===== src/rtl/muldiv_unit.sv =====
// rtl/muldiv_unit.sv - iterative RV32M multiply/divide unit (optional MULDIV_EARLY_OUT_EN)
module muldiv_unit #(
    parameter int XLEN = 32
) (
    input  logic            clk,
    input  logic            rst_n,
    input  logic            start,
    input  logic            flush,
    input  logic [2:0]      funct3,
    input  logic [XLEN-1:0] a,
    input  logic [XLEN-1:0] b,
    output logic            busy,
    output logic            done,
    output logic [XLEN-1:0] result
);

    localparam int CW = $clog2(XLEN);
    localparam logic [CW-1:0] CNT_LAST = CW'(XLEN - 1);

    typedef enum logic [1:0] {
        S_IDLE,
        S_CALC,
        S_DONE
    } state_t;

    state_t              state_q, state_d;
    logic [CW-1:0]       cnt_q, cnt_d;
    logic [2:0]          op_q, op_d;
    logic                sign_a_q, sign_a_d;
    logic                sign_b_q, sign_b_d;
    logic                b_zero_q, b_zero_d;
    logic [XLEN-1:0]     b_mag_q, b_mag_d;
    logic [2*XLEN-1:0]   acc_q, acc_d;
    logic [XLEN-1:0]     result_q, result_d;

    logic                sa_in, sb_in;
    logic [XLEN-1:0]     a_mag_in, b_mag_in;
    logic [XLEN:0]       mul_upper;
    logic [XLEN:0]       r_sh, diff;
    logic [2*XLEN-1:0]   mul_next, div_next, acc_next;
    logic [2*XLEN-1:0]   prod_s;
    logic [XLEN-1:0]     quo_s, rem_s, final_val;

    // Operand signs and magnitudes as seen at the accepting edge.
    always_comb begin
        sa_in    = 1'b0;
        sb_in    = 1'b0;
        case (funct3)
            3'b001: begin sa_in = a[XLEN-1]; sb_in = b[XLEN-1]; end
            3'b010: sa_in = a[XLEN-1];
            3'b100, 3'b110: begin sa_in = a[XLEN-1]; sb_in = b[XLEN-1]; end
            default: ;
        endcase
        a_mag_in = sa_in ? (~a + 1'b1) : a;
        b_mag_in = sb_in ? (~b + 1'b1) : b;
    end

    // One iteration of shift-add multiply or restoring divide, sharing acc_q.
    always_comb begin
        mul_upper = {1'b0, acc_q[2*XLEN-1:XLEN]}
                  + (acc_q[0] ? {1'b0, b_mag_q} : '0);
        mul_next  = {mul_upper, acc_q[XLEN-1:1]};
        r_sh      = {acc_q[2*XLEN-1:XLEN], acc_q[XLEN-1]};
        diff      = r_sh - {1'b0, b_mag_q};
        if (diff[XLEN])
            div_next = {r_sh[XLEN-1:0], acc_q[XLEN-2:0], 1'b0};
        else
            div_next = {diff[XLEN-1:0], acc_q[XLEN-2:0], 1'b1};
        acc_next  = op_q[2] ? div_next : mul_next;
    end

    // Sign correction applied to the value produced by the last iteration.
    always_comb begin
        prod_s = (sign_a_q ^ sign_b_q) ? (~acc_next + 1'b1) : acc_next;
        if (b_zero_q)
            quo_s = '1;
        else if (sign_a_q ^ sign_b_q)
            quo_s = ~acc_next[XLEN-1:0] + 1'b1;
        else
            quo_s = acc_next[XLEN-1:0];
        rem_s = sign_a_q ? (~acc_next[2*XLEN-1:XLEN] + 1'b1)
                         : acc_next[2*XLEN-1:XLEN];
        case (op_q)
            3'b000:                 final_val = prod_s[XLEN-1:0];
            3'b001, 3'b010, 3'b011: final_val = prod_s[2*XLEN-1:XLEN];
            3'b100, 3'b101:         final_val = quo_s;
            default:                final_val = rem_s;
        endcase
    end

    always_comb begin
        state_d  = state_q;
        cnt_d    = cnt_q;
        op_d     = op_q;
        sign_a_d = sign_a_q;
        sign_b_d = sign_b_q;
        b_zero_d = b_zero_q;
        b_mag_d  = b_mag_q;
        acc_d    = acc_q;
        result_d = result_q;

        case (state_q)
            S_IDLE, S_DONE: begin
                if (start) begin
                    op_d     = funct3;
                    sign_a_d = sa_in;
                    sign_b_d = sb_in;
                    b_zero_d = (b == '0);
                    b_mag_d  = b_mag_in;
                    acc_d    = {{XLEN{1'b0}}, a_mag_in};
                    cnt_d    = '0;
                    state_d  = S_CALC;
`ifdef MULDIV_EARLY_OUT_EN
                    // Trivial results skip the iteration entirely.
                    if (!funct3[2] && (a == '0 || b == '0)) begin
                        result_d = '0;
                        state_d  = S_DONE;
                    end else if (funct3[2] && b == '0) begin
                        result_d = funct3[1] ? a : '1;
                        state_d  = S_DONE;
                    end
`endif
                end else begin
                    state_d = S_IDLE;
                end
            end
            S_CALC: begin
                acc_d = acc_next;
                if (cnt_q == CNT_LAST) begin
                    result_d = final_val;
                    cnt_d    = '0;
                    state_d  = S_DONE;
                end else begin
                    cnt_d = cnt_q + 1'b1;
                end
            end
            default: state_d = S_IDLE;
        endcase

        // Abort leaves result untouched and cancels any same-cycle launch.
        if (flush) begin
            state_d  = S_IDLE;
            cnt_d    = '0;
            result_d = result_q;
        end
    end

    always_ff @(posedge clk or negedge rst_n) begin
        if (!rst_n) begin
            state_q  <= S_IDLE;
            cnt_q    <= '0;
            op_q     <= '0;
            sign_a_q <= 1'b0;
            sign_b_q <= 1'b0;
            b_zero_q <= 1'b0;
            b_mag_q  <= '0;
            acc_q    <= '0;
            result_q <= '0;
        end else begin
            state_q  <= state_d;
            cnt_q    <= cnt_d;
            op_q     <= op_d;
            sign_a_q <= sign_a_d;
            sign_b_q <= sign_b_d;
            b_zero_q <= b_zero_d;
            b_mag_q  <= b_mag_d;
            acc_q    <= acc_d;
            result_q <= result_d;
        end
    end

    assign busy   = (state_q == S_CALC);
    assign done   = (state_q == S_DONE);
    assign result = result_q;

endmodule


===== config.mk =====
export PLATFORM = sky130hd
export DESIGN_NAME = muldiv_unit
export DESIGN_NICKNAME = d
export VERILOG_FILES = /design/src/rtl/muldiv_unit.sv
export SDC_FILE = /design/constraint.sdc
export NUM_CORES = 1
export LEC_CHECK = 0
export CAP_MARGIN = 20
export CELL_PAD_IN_SITES_DETAIL_PLACEMENT = 0
export CELL_PAD_IN_SITES_GLOBAL_PLACEMENT = 2
export CORE_UTILIZATION = 39
export DETAILED_ROUTE_END_ITERATION = 10
export HOLD_SLACK_MARGIN = 0.15
export PLACE_DENSITY = 0.93
export SLEW_MARGIN = 30
export SYNTH_ARGS = -nofsm -noshare
export SYNTH_HDL_FRONTEND = slang
export SYNTH_SLANG_ARGS = --single-unit
export TNS_END_PERCENT = 20

===== constraint.sdc =====
create_clock -name clk -period 14.5 [get_ports clk]
set_input_delay 2.9 -clock clk [delete_from_list [all_inputs] [get_ports clk]]
set_output_delay 2.9 -clock clk [all_outputs]
set_load 0.03 [all_outputs]

==> metrics.md, run 1 <==
| Metric | Value |
|---|---|
| DRT antenna net count | 0 |
| Fmax achieved | 150 MHz |
| Worst skew pair latency | 0.46 ns |
| Via count | 15600 |
| Net Switching | 1730 uW |
| Int Power | 1460 uW |
| Antenna violations before repair | 1 |
| Design Area, Final | 17000 um^2 |
| Final period utilization | 0.459 |
| Worst EP required | 14.88 ns |
| Area growth syn-to-layout | 14.3% |
| RSZ-0062 raised after global routing | false |
| Gr usage total | 0.308 |
| Die H | 197 um |
| Number of synthesized flops with an enable pin | 0 |
| Cell Area, Synth | 14900 um^2 |
| H-tree depth | 4 |
| Slew HR | 0.275 |
| Post-Syn Area per Cell | 7.61 um^2 |
| Nets | 2140 |
| Clock Tree Root | clkbuf_16 |
| Clock skew | 0.0200 ns |
| Fin. Hold Viols | 0 |
| PD cells | 187 nW/um^2 |
| GPL Wtd Cong | 0.997 |
| WS Path Type | flip-flop to flip-flop |
| WHS | 0.481 ns |
| Core area | 37600 um^2 |
| Wire length per cell | 23.9 um |
| Cell Rows | 71 |
| Flops & latches, synth | 141 |
| IO buf count | 104 |
| Yosys top cell area share | 0.237 |
| ANT cells | 0 |
| Max clock buf depth | 2 |
| VDD IR max | 0.000103 V |
| Pre-CTS WS | 7.71 ns |
| Layout cells sized above 1 | 0.0557 |
| Syn Inst Count | 1954 |
| Outcome | complete, no violations |
| Comb pwr share | 0.672 |
| Total grt overflow | 0 |
| Largest net degree at the start of global routing | 61 |
| Crit path DAT | 7.03 ns |
| Vias in the first global route | 14500 |
| Setup TNS | 0 ns |
| TritonRoute pass-1 iters | 5 |
| Sw Share | 0.542 |
| Clock share of power | 0.150 |
| First-pass GRT wire length | 89800 um |
| Commonest non-fill, non-tap cell in the layout | nand2_1 |
| First DRT Iteration DRCs | 1616 |
| Synth area leader | dfrtp_1 |
| Post-CTS Hold Fix Bufs | 0 |
| Residual DRC | 0 |
| Worst Hold Class | flip-flop to flip-flop |
| Worst-path clk slew | 0.07 ns |
| Clock Sinks | 141 |
| Resized cells post-CTS | 0 |
| Post-CTS Setup Inserts | 0 |
| Worst Setup Start Kind | flip-flop |
| Max cap viols | 0 |
| Synth async-reset ratio | 1.00 |
| Sequential power share | 0.177 |
| Synth area leaders | dfrtp_1, nand2_1, ha_1 |
| Slew Limit Fails | 0 |
| Starting Density | 0.396 |
| Seq/Total Area, Yosys | 0.237 |
| Boundary Pins | 105 |
| DP Wirelength | 46200 um |
| DP Area | 16400 um^2 |
| Setup WS post-layout | 7.85 ns |
| Ys Warns | 0 |
| Crit-path max FO | 23 |
| Distinct cells, synth | 95 |
| Syn Nets | 2097 |
| Most used DFF post-synth | dfrtp_1 |
| Chip Width | 197 um |
| Most frequent cells in the layout | nand2_1, o21ai_0, nor2_1 |
| Die Footprint | 38900 um^2 |
| WL final | 60300 um |
| Tmin final | 6.65 ns |
| CTS tree | yes |
| Slew at the pin closest to its max-slew limit | 1.06 ns |
| Total CTS buffers | 17 |
| Vias per cell | 6.20 |
| Pleak | 0.00690 uW |
| Final-report setup violation count | 0 |
| CP Capture Type | flip-flop |
| Final Util | 0.452 |
flip-flops by register name, summed over array words and instances, names as in the netlist:
register and cells:
sign_b_q 1, state_q 2, sign_a_q 1, result 32
b_mag_q 32, op_q 3, acc_q 64, cnt_q 5
b_zero_q 1
metal layers:
layer	wire (um)	vias to the layer above	global-route usage
met1	27200	7556	0.427
met5	0	-	0
met3	5350	91	0.0767
met4	1660	0	0.0956
met2	26100	684	0.465
li1	-	7298	-
final cells by class:
class | count | area, um^2
Timing Repair Buffer | 132 | 1270
Sequential cell | 141 | 3530
Fill cell | 3850 | 20600
Tap cell | 511 | 639
Clock inverter | 12 | 163
Clock buffer | 20 | 447
Multi-Input combinational cell | 1647 | 10700
Inverter | 58 | 218
final timing paths:
kind                                 from         end  slack, ns  cells past startpoint
worst min register to register  result[0]   result[0]       0.48                      2
min in group asynchronous           rst_n  result[26]       2.41                      1
max in group asynchronous           rst_n     op_q[2]      10.82                      2
worst max register to register  acc_q[50]   result[2]       7.85                     20
worst max-delay path            acc_q[50]   result[2]       7.85                     20
worst min-delay path            result[0]   result[0]       0.48                      2
cell families after synthesis:
logic type,count (synthesis),share of synthesized area
AO/OA/AOI/OAI,650,0.291
buffers and inverters,166,0.0443
adder cells (fa/ha/maj),72,0.0616
flip-flops,141,0.237
AND/OR/NAND/NOR,696,0.226
XOR/XNOR,179,0.105
multiplexers,50,0.0346
power groups by stage:
| stage | registers [uW] | clock network (uW) | logic, uW |
|---|---|---|---|
| after floorplan | 530 | 0 | 1430 |
| after global placement | 563 | 0 | 2080 |
| after detailed placement | 569 | 0 | 2060 |
| after CTS | 561 | 482 | 2080 |
| after global routing | 576 | 496 | 2280 |
| final | 565 | 479 | 2140 |
worst max-delay path: stages (launching register included):
cell      delay (ns)
dfrtp_1         0.42
ha_1            0.40
a21oi_2         0.25
o211ai_1        0.15
a21bo_1         0.26
o31ai_1         0.43
nand3_2         0.62
nand2_1         0.92
nor2_1          0.13
a21oi_1         0.21
ha_1            0.22
nand2_1         0.10
nor3_1          0.73
and3_1          0.33
nor2b_1         0.25
nor2b_1         0.41
a21oi_1         0.15
xnor2_1         0.15
o221ai_1        0.18
o21ai_0         0.12
o21ai_0         0.15
cell usage after synthesis, types with 12 or more instances:
| cell | instances |
|---|---|
| nor3_1 | 47 |
| mux2i_1 | 42 |
| a211oi_1 | 19 |
| inv_1 | 56 |
| nor2b_1 | 15 |
| nand3_1 | 48 |
| nor4_1 | 16 |
| a31oi_1 | 43 |
| o211ai_1 | 19 |
| a21oi_1 | 140 |
| o21a_1 | 19 |
| dfrtp_1 | 141 |
| o21ai_1 | 12 |
| o31ai_1 | 33 |
| and2_1 | 44 |
| clkbuf_1 | 84 |
| xor2_1 | 86 |
| nand2_1 | 240 |
| o221ai_1 | 38 |
| nand4_1 | 24 |
| a22o_1 | 14 |
| a21o_1 | 22 |
| and3_1 | 16 |
| a21boi_0 | 12 |
| o21ai_0 | 162 |
| nand2b_1 | 16 |
| or3_1 | 34 |
| nor2_1 | 153 |
| ha_1 | 70 |
| xnor2_1 | 93 |
stage by stage:
step	cells	power [uW]
2_1_floorplan	1954	1960
3_3_place_gp	2487	2640
3_5_place_dp	2488	2630
4_1_cts	2520	3120
5_1_grt	2521	3350
6_report	2521	3180
Note: power is estimated with default switching activity, not from simulation.
==> run 2: changes to the inputs <==
--- a/config.mk
+++ b/config.mk
@@ -8,10 +8,10 @@
 export CAP_MARGIN = 20
 export CELL_PAD_IN_SITES_DETAIL_PLACEMENT = 0
 export CELL_PAD_IN_SITES_GLOBAL_PLACEMENT = 2
-export CORE_UTILIZATION = 39
+export CORE_UTILIZATION = 36
 export DETAILED_ROUTE_END_ITERATION = 10
 export HOLD_SLACK_MARGIN = 0.15
-export PLACE_DENSITY = 0.93
+export PLACE_DENSITY = 0.87
 export SLEW_MARGIN = 30
 export SYNTH_ARGS = -nofsm -noshare
 export SYNTH_HDL_FRONTEND = slang
==> constraint.sdc (replaced) <==
create_clock -name clk -period 6.2 [get_ports clk]
set_input_delay 1.24 -clock clk [delete_from_list [all_inputs] [get_ports clk]]
set_output_delay 1.24 -clock clk [all_outputs]
set_load 0.03 [all_outputs]
==> run 2 against run 1 <==
Core utilization is 3.0 points lower. Global-route usage shrank 1.4 points. Critical path depth grew 1. Critical endpoint unchanged.
==> metrics.md, run 2 (same netlist as run 1, synthesis figures left out) <==
| Metric | Value |
|---|---|
| Outcome | complete, no violations (unchanged) |
| Tot Pwr | 7650 uW (was 3180 uW) |
| Worst Setup Start Kind | flip-flop (unchanged) |
| First-pass GRT wire length | 92800 um (was 89800 um) |
| Cell Rows | 74 (was 71) |
| Crit path from | acc_q[37] (was acc_q[50]) |
| RSZ-0062 raised after global routing | false (unchanged) |
| Via count | 15700 (was 15600) |
| WL final | 61600 um (was 60300 um) |
| Register area | 3530 um^2 (unchanged) |
| CTS tree | yes (unchanged) |
| Clock Sinks | 141 (unchanged) |
| Commonest non-fill, non-tap cell in the layout | nand2_1 (unchanged) |
| Worst r2r path cells | 21 (was 20) |
| Wire length per cell | 24.1 um (was 23.9 um) |
| Starting Density | 0.365 (was 0.396) |
| Max FFs per register | 64 (unchanged) |
| Vias per cell | 6.14 (was 6.20) |
| Nets | 2156 (was 2140) |
| Setup slack, reg-to-reg | 0.44 ns (was 7.85 ns) |
| Worst EP required | 6.58 ns (was 14.88 ns) |
| Worst skew pair latency | 0.46 ns (about the same) |
| Launching point of the worst reg2reg path | acc_q[37] (was acc_q[50]) |
| Multi-input logic area | 10700 um^2 (about the same) |
| Die Footprint | 42100 um^2 (was 38900 um^2) |
| Slew Limit Fails | 0 (unchanged) |
| Largest Register | acc_q (unchanged) |
| CP Capture Type | flip-flop (unchanged) |
| Fin. Hold Viols | 0 (unchanged) |
| First DRT Iteration DRCs | 1444 (was 1616) |
| GPL Wtd Cong | 1.01 (was 0.997) |
| Tmin final | 5.76 ns (was 6.65 ns) |
| Total CTS buffers | 17 (unchanged) |
| Crit path DAT | 6.14 ns (was 7.03 ns) |
| Slew at the pin closest to its max-slew limit | 1.03 ns (was 1.06 ns) |
| Boundary Pins | 105 (unchanged) |
| Post-CTS Setup Inserts | 0 (unchanged) |
| Max clock buf depth | 2 (unchanged) |
| IO buf count | 104 (unchanged) |
| GR Layer Usage met2 | 0.453 (was 0.465) |
| Layout cells sized above 1 | 0.0607 (was 0.0557) |
| Core area | 40700 um^2 (was 37600 um^2) |
| Worst r2r dst | result[2] (unchanged) |
| Area growth syn-to-layout | 15.7% (was 14.3%) |
| Final period utilization | 0.929 (was 0.459) |
| WS Path Type | flip-flop to flip-flop (unchanged) |
| Final-report setup violation count | 0 (unchanged) |
| Vias in the first global route | 14800 (was 14500) |
| Setup TNS | 0 ns (unchanged) |
| Worst Hold Class | flip-flop to flip-flop (unchanged) |
| Most frequent cells in the layout | nand2_1, o21ai_0, nor2_1 (unchanged) |
| Slew HR | 0.314 (was 0.275) |
| Post-CTS Hold Fix Bufs | 0 (unchanged) |
| Grt met1 use | 0.427 (about the same) |
| PD cells | 445 nW/um^2 (was 187 nW/um^2) |
| Clock skew | 0.0104 ns (was 0.0200 ns) |
| VDD IR max | 0.000245 V (was 0.000103 V) |
| Gr usage total | 0.294 (was 0.308) |
| Resized cells post-CTS | 0 (unchanged) |
| Hold Path Sink | result[11] (was result[0]) |
| Min-delay src | result[11] (was result[0]) |
| DRT antenna net count | 0 (unchanged) |
| Largest net degree at the start of global routing | 102 (was 61) |
| H-tree depth | 4 (unchanged) |
| Met3 Usage GRT | 0.0334 (was 0.0767) |
| Fmax achieved | 174 MHz (was 150 MHz) |
| Worst-path clk slew | 0.07 ns (about the same) |
| Antenna violations before repair | 3 (was 1) |
| Max cap viols | 0 (unchanged) |
| Chip Width | 205 um (was 197 um) |
| Die H | 205 um (was 197 um) |
| Hold path depth | 2 (unchanged) |
| DP Wirelength | 47700 um (was 46200 um) |
| Crit-path max FO | 9 (was 23) |
| Clock Tree Root | clkbuf_16 (unchanged) |
| Fill count | 4299 (was 3850) |
| Pleak | 0.00702 uW (was 0.00690 uW) |
| Residual DRC | 0 (unchanged) |
| TritonRoute pass-1 iters | 5 (unchanged) |
| Total grt overflow | 0 (unchanged) |
| Busiest metal layer after global routing | met2 (unchanged) |
-- run 2: changes by cell type in the layout (fill, tap and decap cells not counted), sizes merged --
| cell | before | now |
|---|---|---|
| buf | 29 | 45 |
| bufinv | 3 | 7 |
| clkbuf | 20 | 21 |
| clkinv | 6 | 4 |
| clkinvlp | 2 | 0 |
| diode | 0 | 1 |
| inv | 59 | 57 |
-- run 2: worst max path at each step --
stage,end,slack [ns]
3_3_place_gp,result[2],0.60
5_1_grt,result[2],0.14
6_report,result[2],0.44
4_1_cts,result[2],0.55
2_1_floorplan,result[2],1.33
3_5_place_dp,result[2],0.58
-- run 2: power breakdown --
group | total (uW) | leakage (uW) | switching, uW | internal, uW
registers | 1370 | 0.00182 | 283 | 1090
clock network | 1280 | 0.000338 | 465 | 817
logic | 5000 | 0.00486 | 3290 | 1710
total | 7650 | 0.00702 | 4040 | 3610
-- run 2: layout make-up --
type                            instances  share of cell area
Antenna cell                            1            0.000145
Clock buffer                           21              0.0268
Clock inverter                         10              0.0137
Inverter                               58              0.0127
Multi-Input combinational cell       1647               0.622
Sequential cell                       141               0.205
Tap cell                              532              0.0387
Timing Repair Buffer                  148              0.0805
-- run 2: through the flow --
| step | util | setup WS (ns) | area (um^2) | hold slack, ns | std cells |
|---|---|---|---|---|---|
| 4_1_cts | 0.422 | 0.550 | 17200 | 0.492 | 2556 |
| 5_1_grt | 0.422 | 0.142 | 17200 | 0.507 | 2557 |
| 6_report | 0.422 | 0.443 | 17200 | 0.485 | 2558 |
| 2_1_floorplan | - | 1.33 | 14900 | 0.463 | 1954 |
| 3_5_place_dp | 0.405 | 0.583 | 16500 | 0.477 | 2525 |
| 3_3_place_gp | 0.405 | 0.600 | 16500 | 0.465 | 2525 |
-- run 2: worst max-delay path, cell delays in order, from the launching register on --
cell      delay [ns]
dfrtp_1         0.46
ha_1            0.47
nand2_1         0.17
a211oi_1        0.50
o21a_1          0.27
o211a_2         0.30
o31ai_4         0.07
nand2_1         0.34
nor2_1          0.10
a21oi_1         0.27
ha_1            0.26
nand2_1         0.10
nor3_1          0.20
buf_4           0.20
and3_1          0.23
nor2b_1         0.29
nor2b_1         0.58
a21oi_1         0.18
xnor2_1         0.15
o221ai_1        0.17
o21ai_0         0.14
o21ai_0         0.19
-- run 2: per-layer routing --
layer / up-vias / wire length [um]
met3: 93 / 3900
met1: 7660 / 28900
met5: - / 0
li1: 7319 / -
met4: 0 / 1730
met2: 638 / 27100
==> run 3: changes to the inputs <==
--- a/config.mk
+++ b/config.mk
@@ -16,4 +16,4 @@
 export SYNTH_ARGS = -nofsm -noshare
 export SYNTH_HDL_FRONTEND = slang
 export SYNTH_SLANG_ARGS = --single-unit
-export TNS_END_PERCENT = 20
+export TNS_END_PERCENT = 1
==> results of run 3 <==
No change in the layout: final DEF, timing and power equal those of run 2.
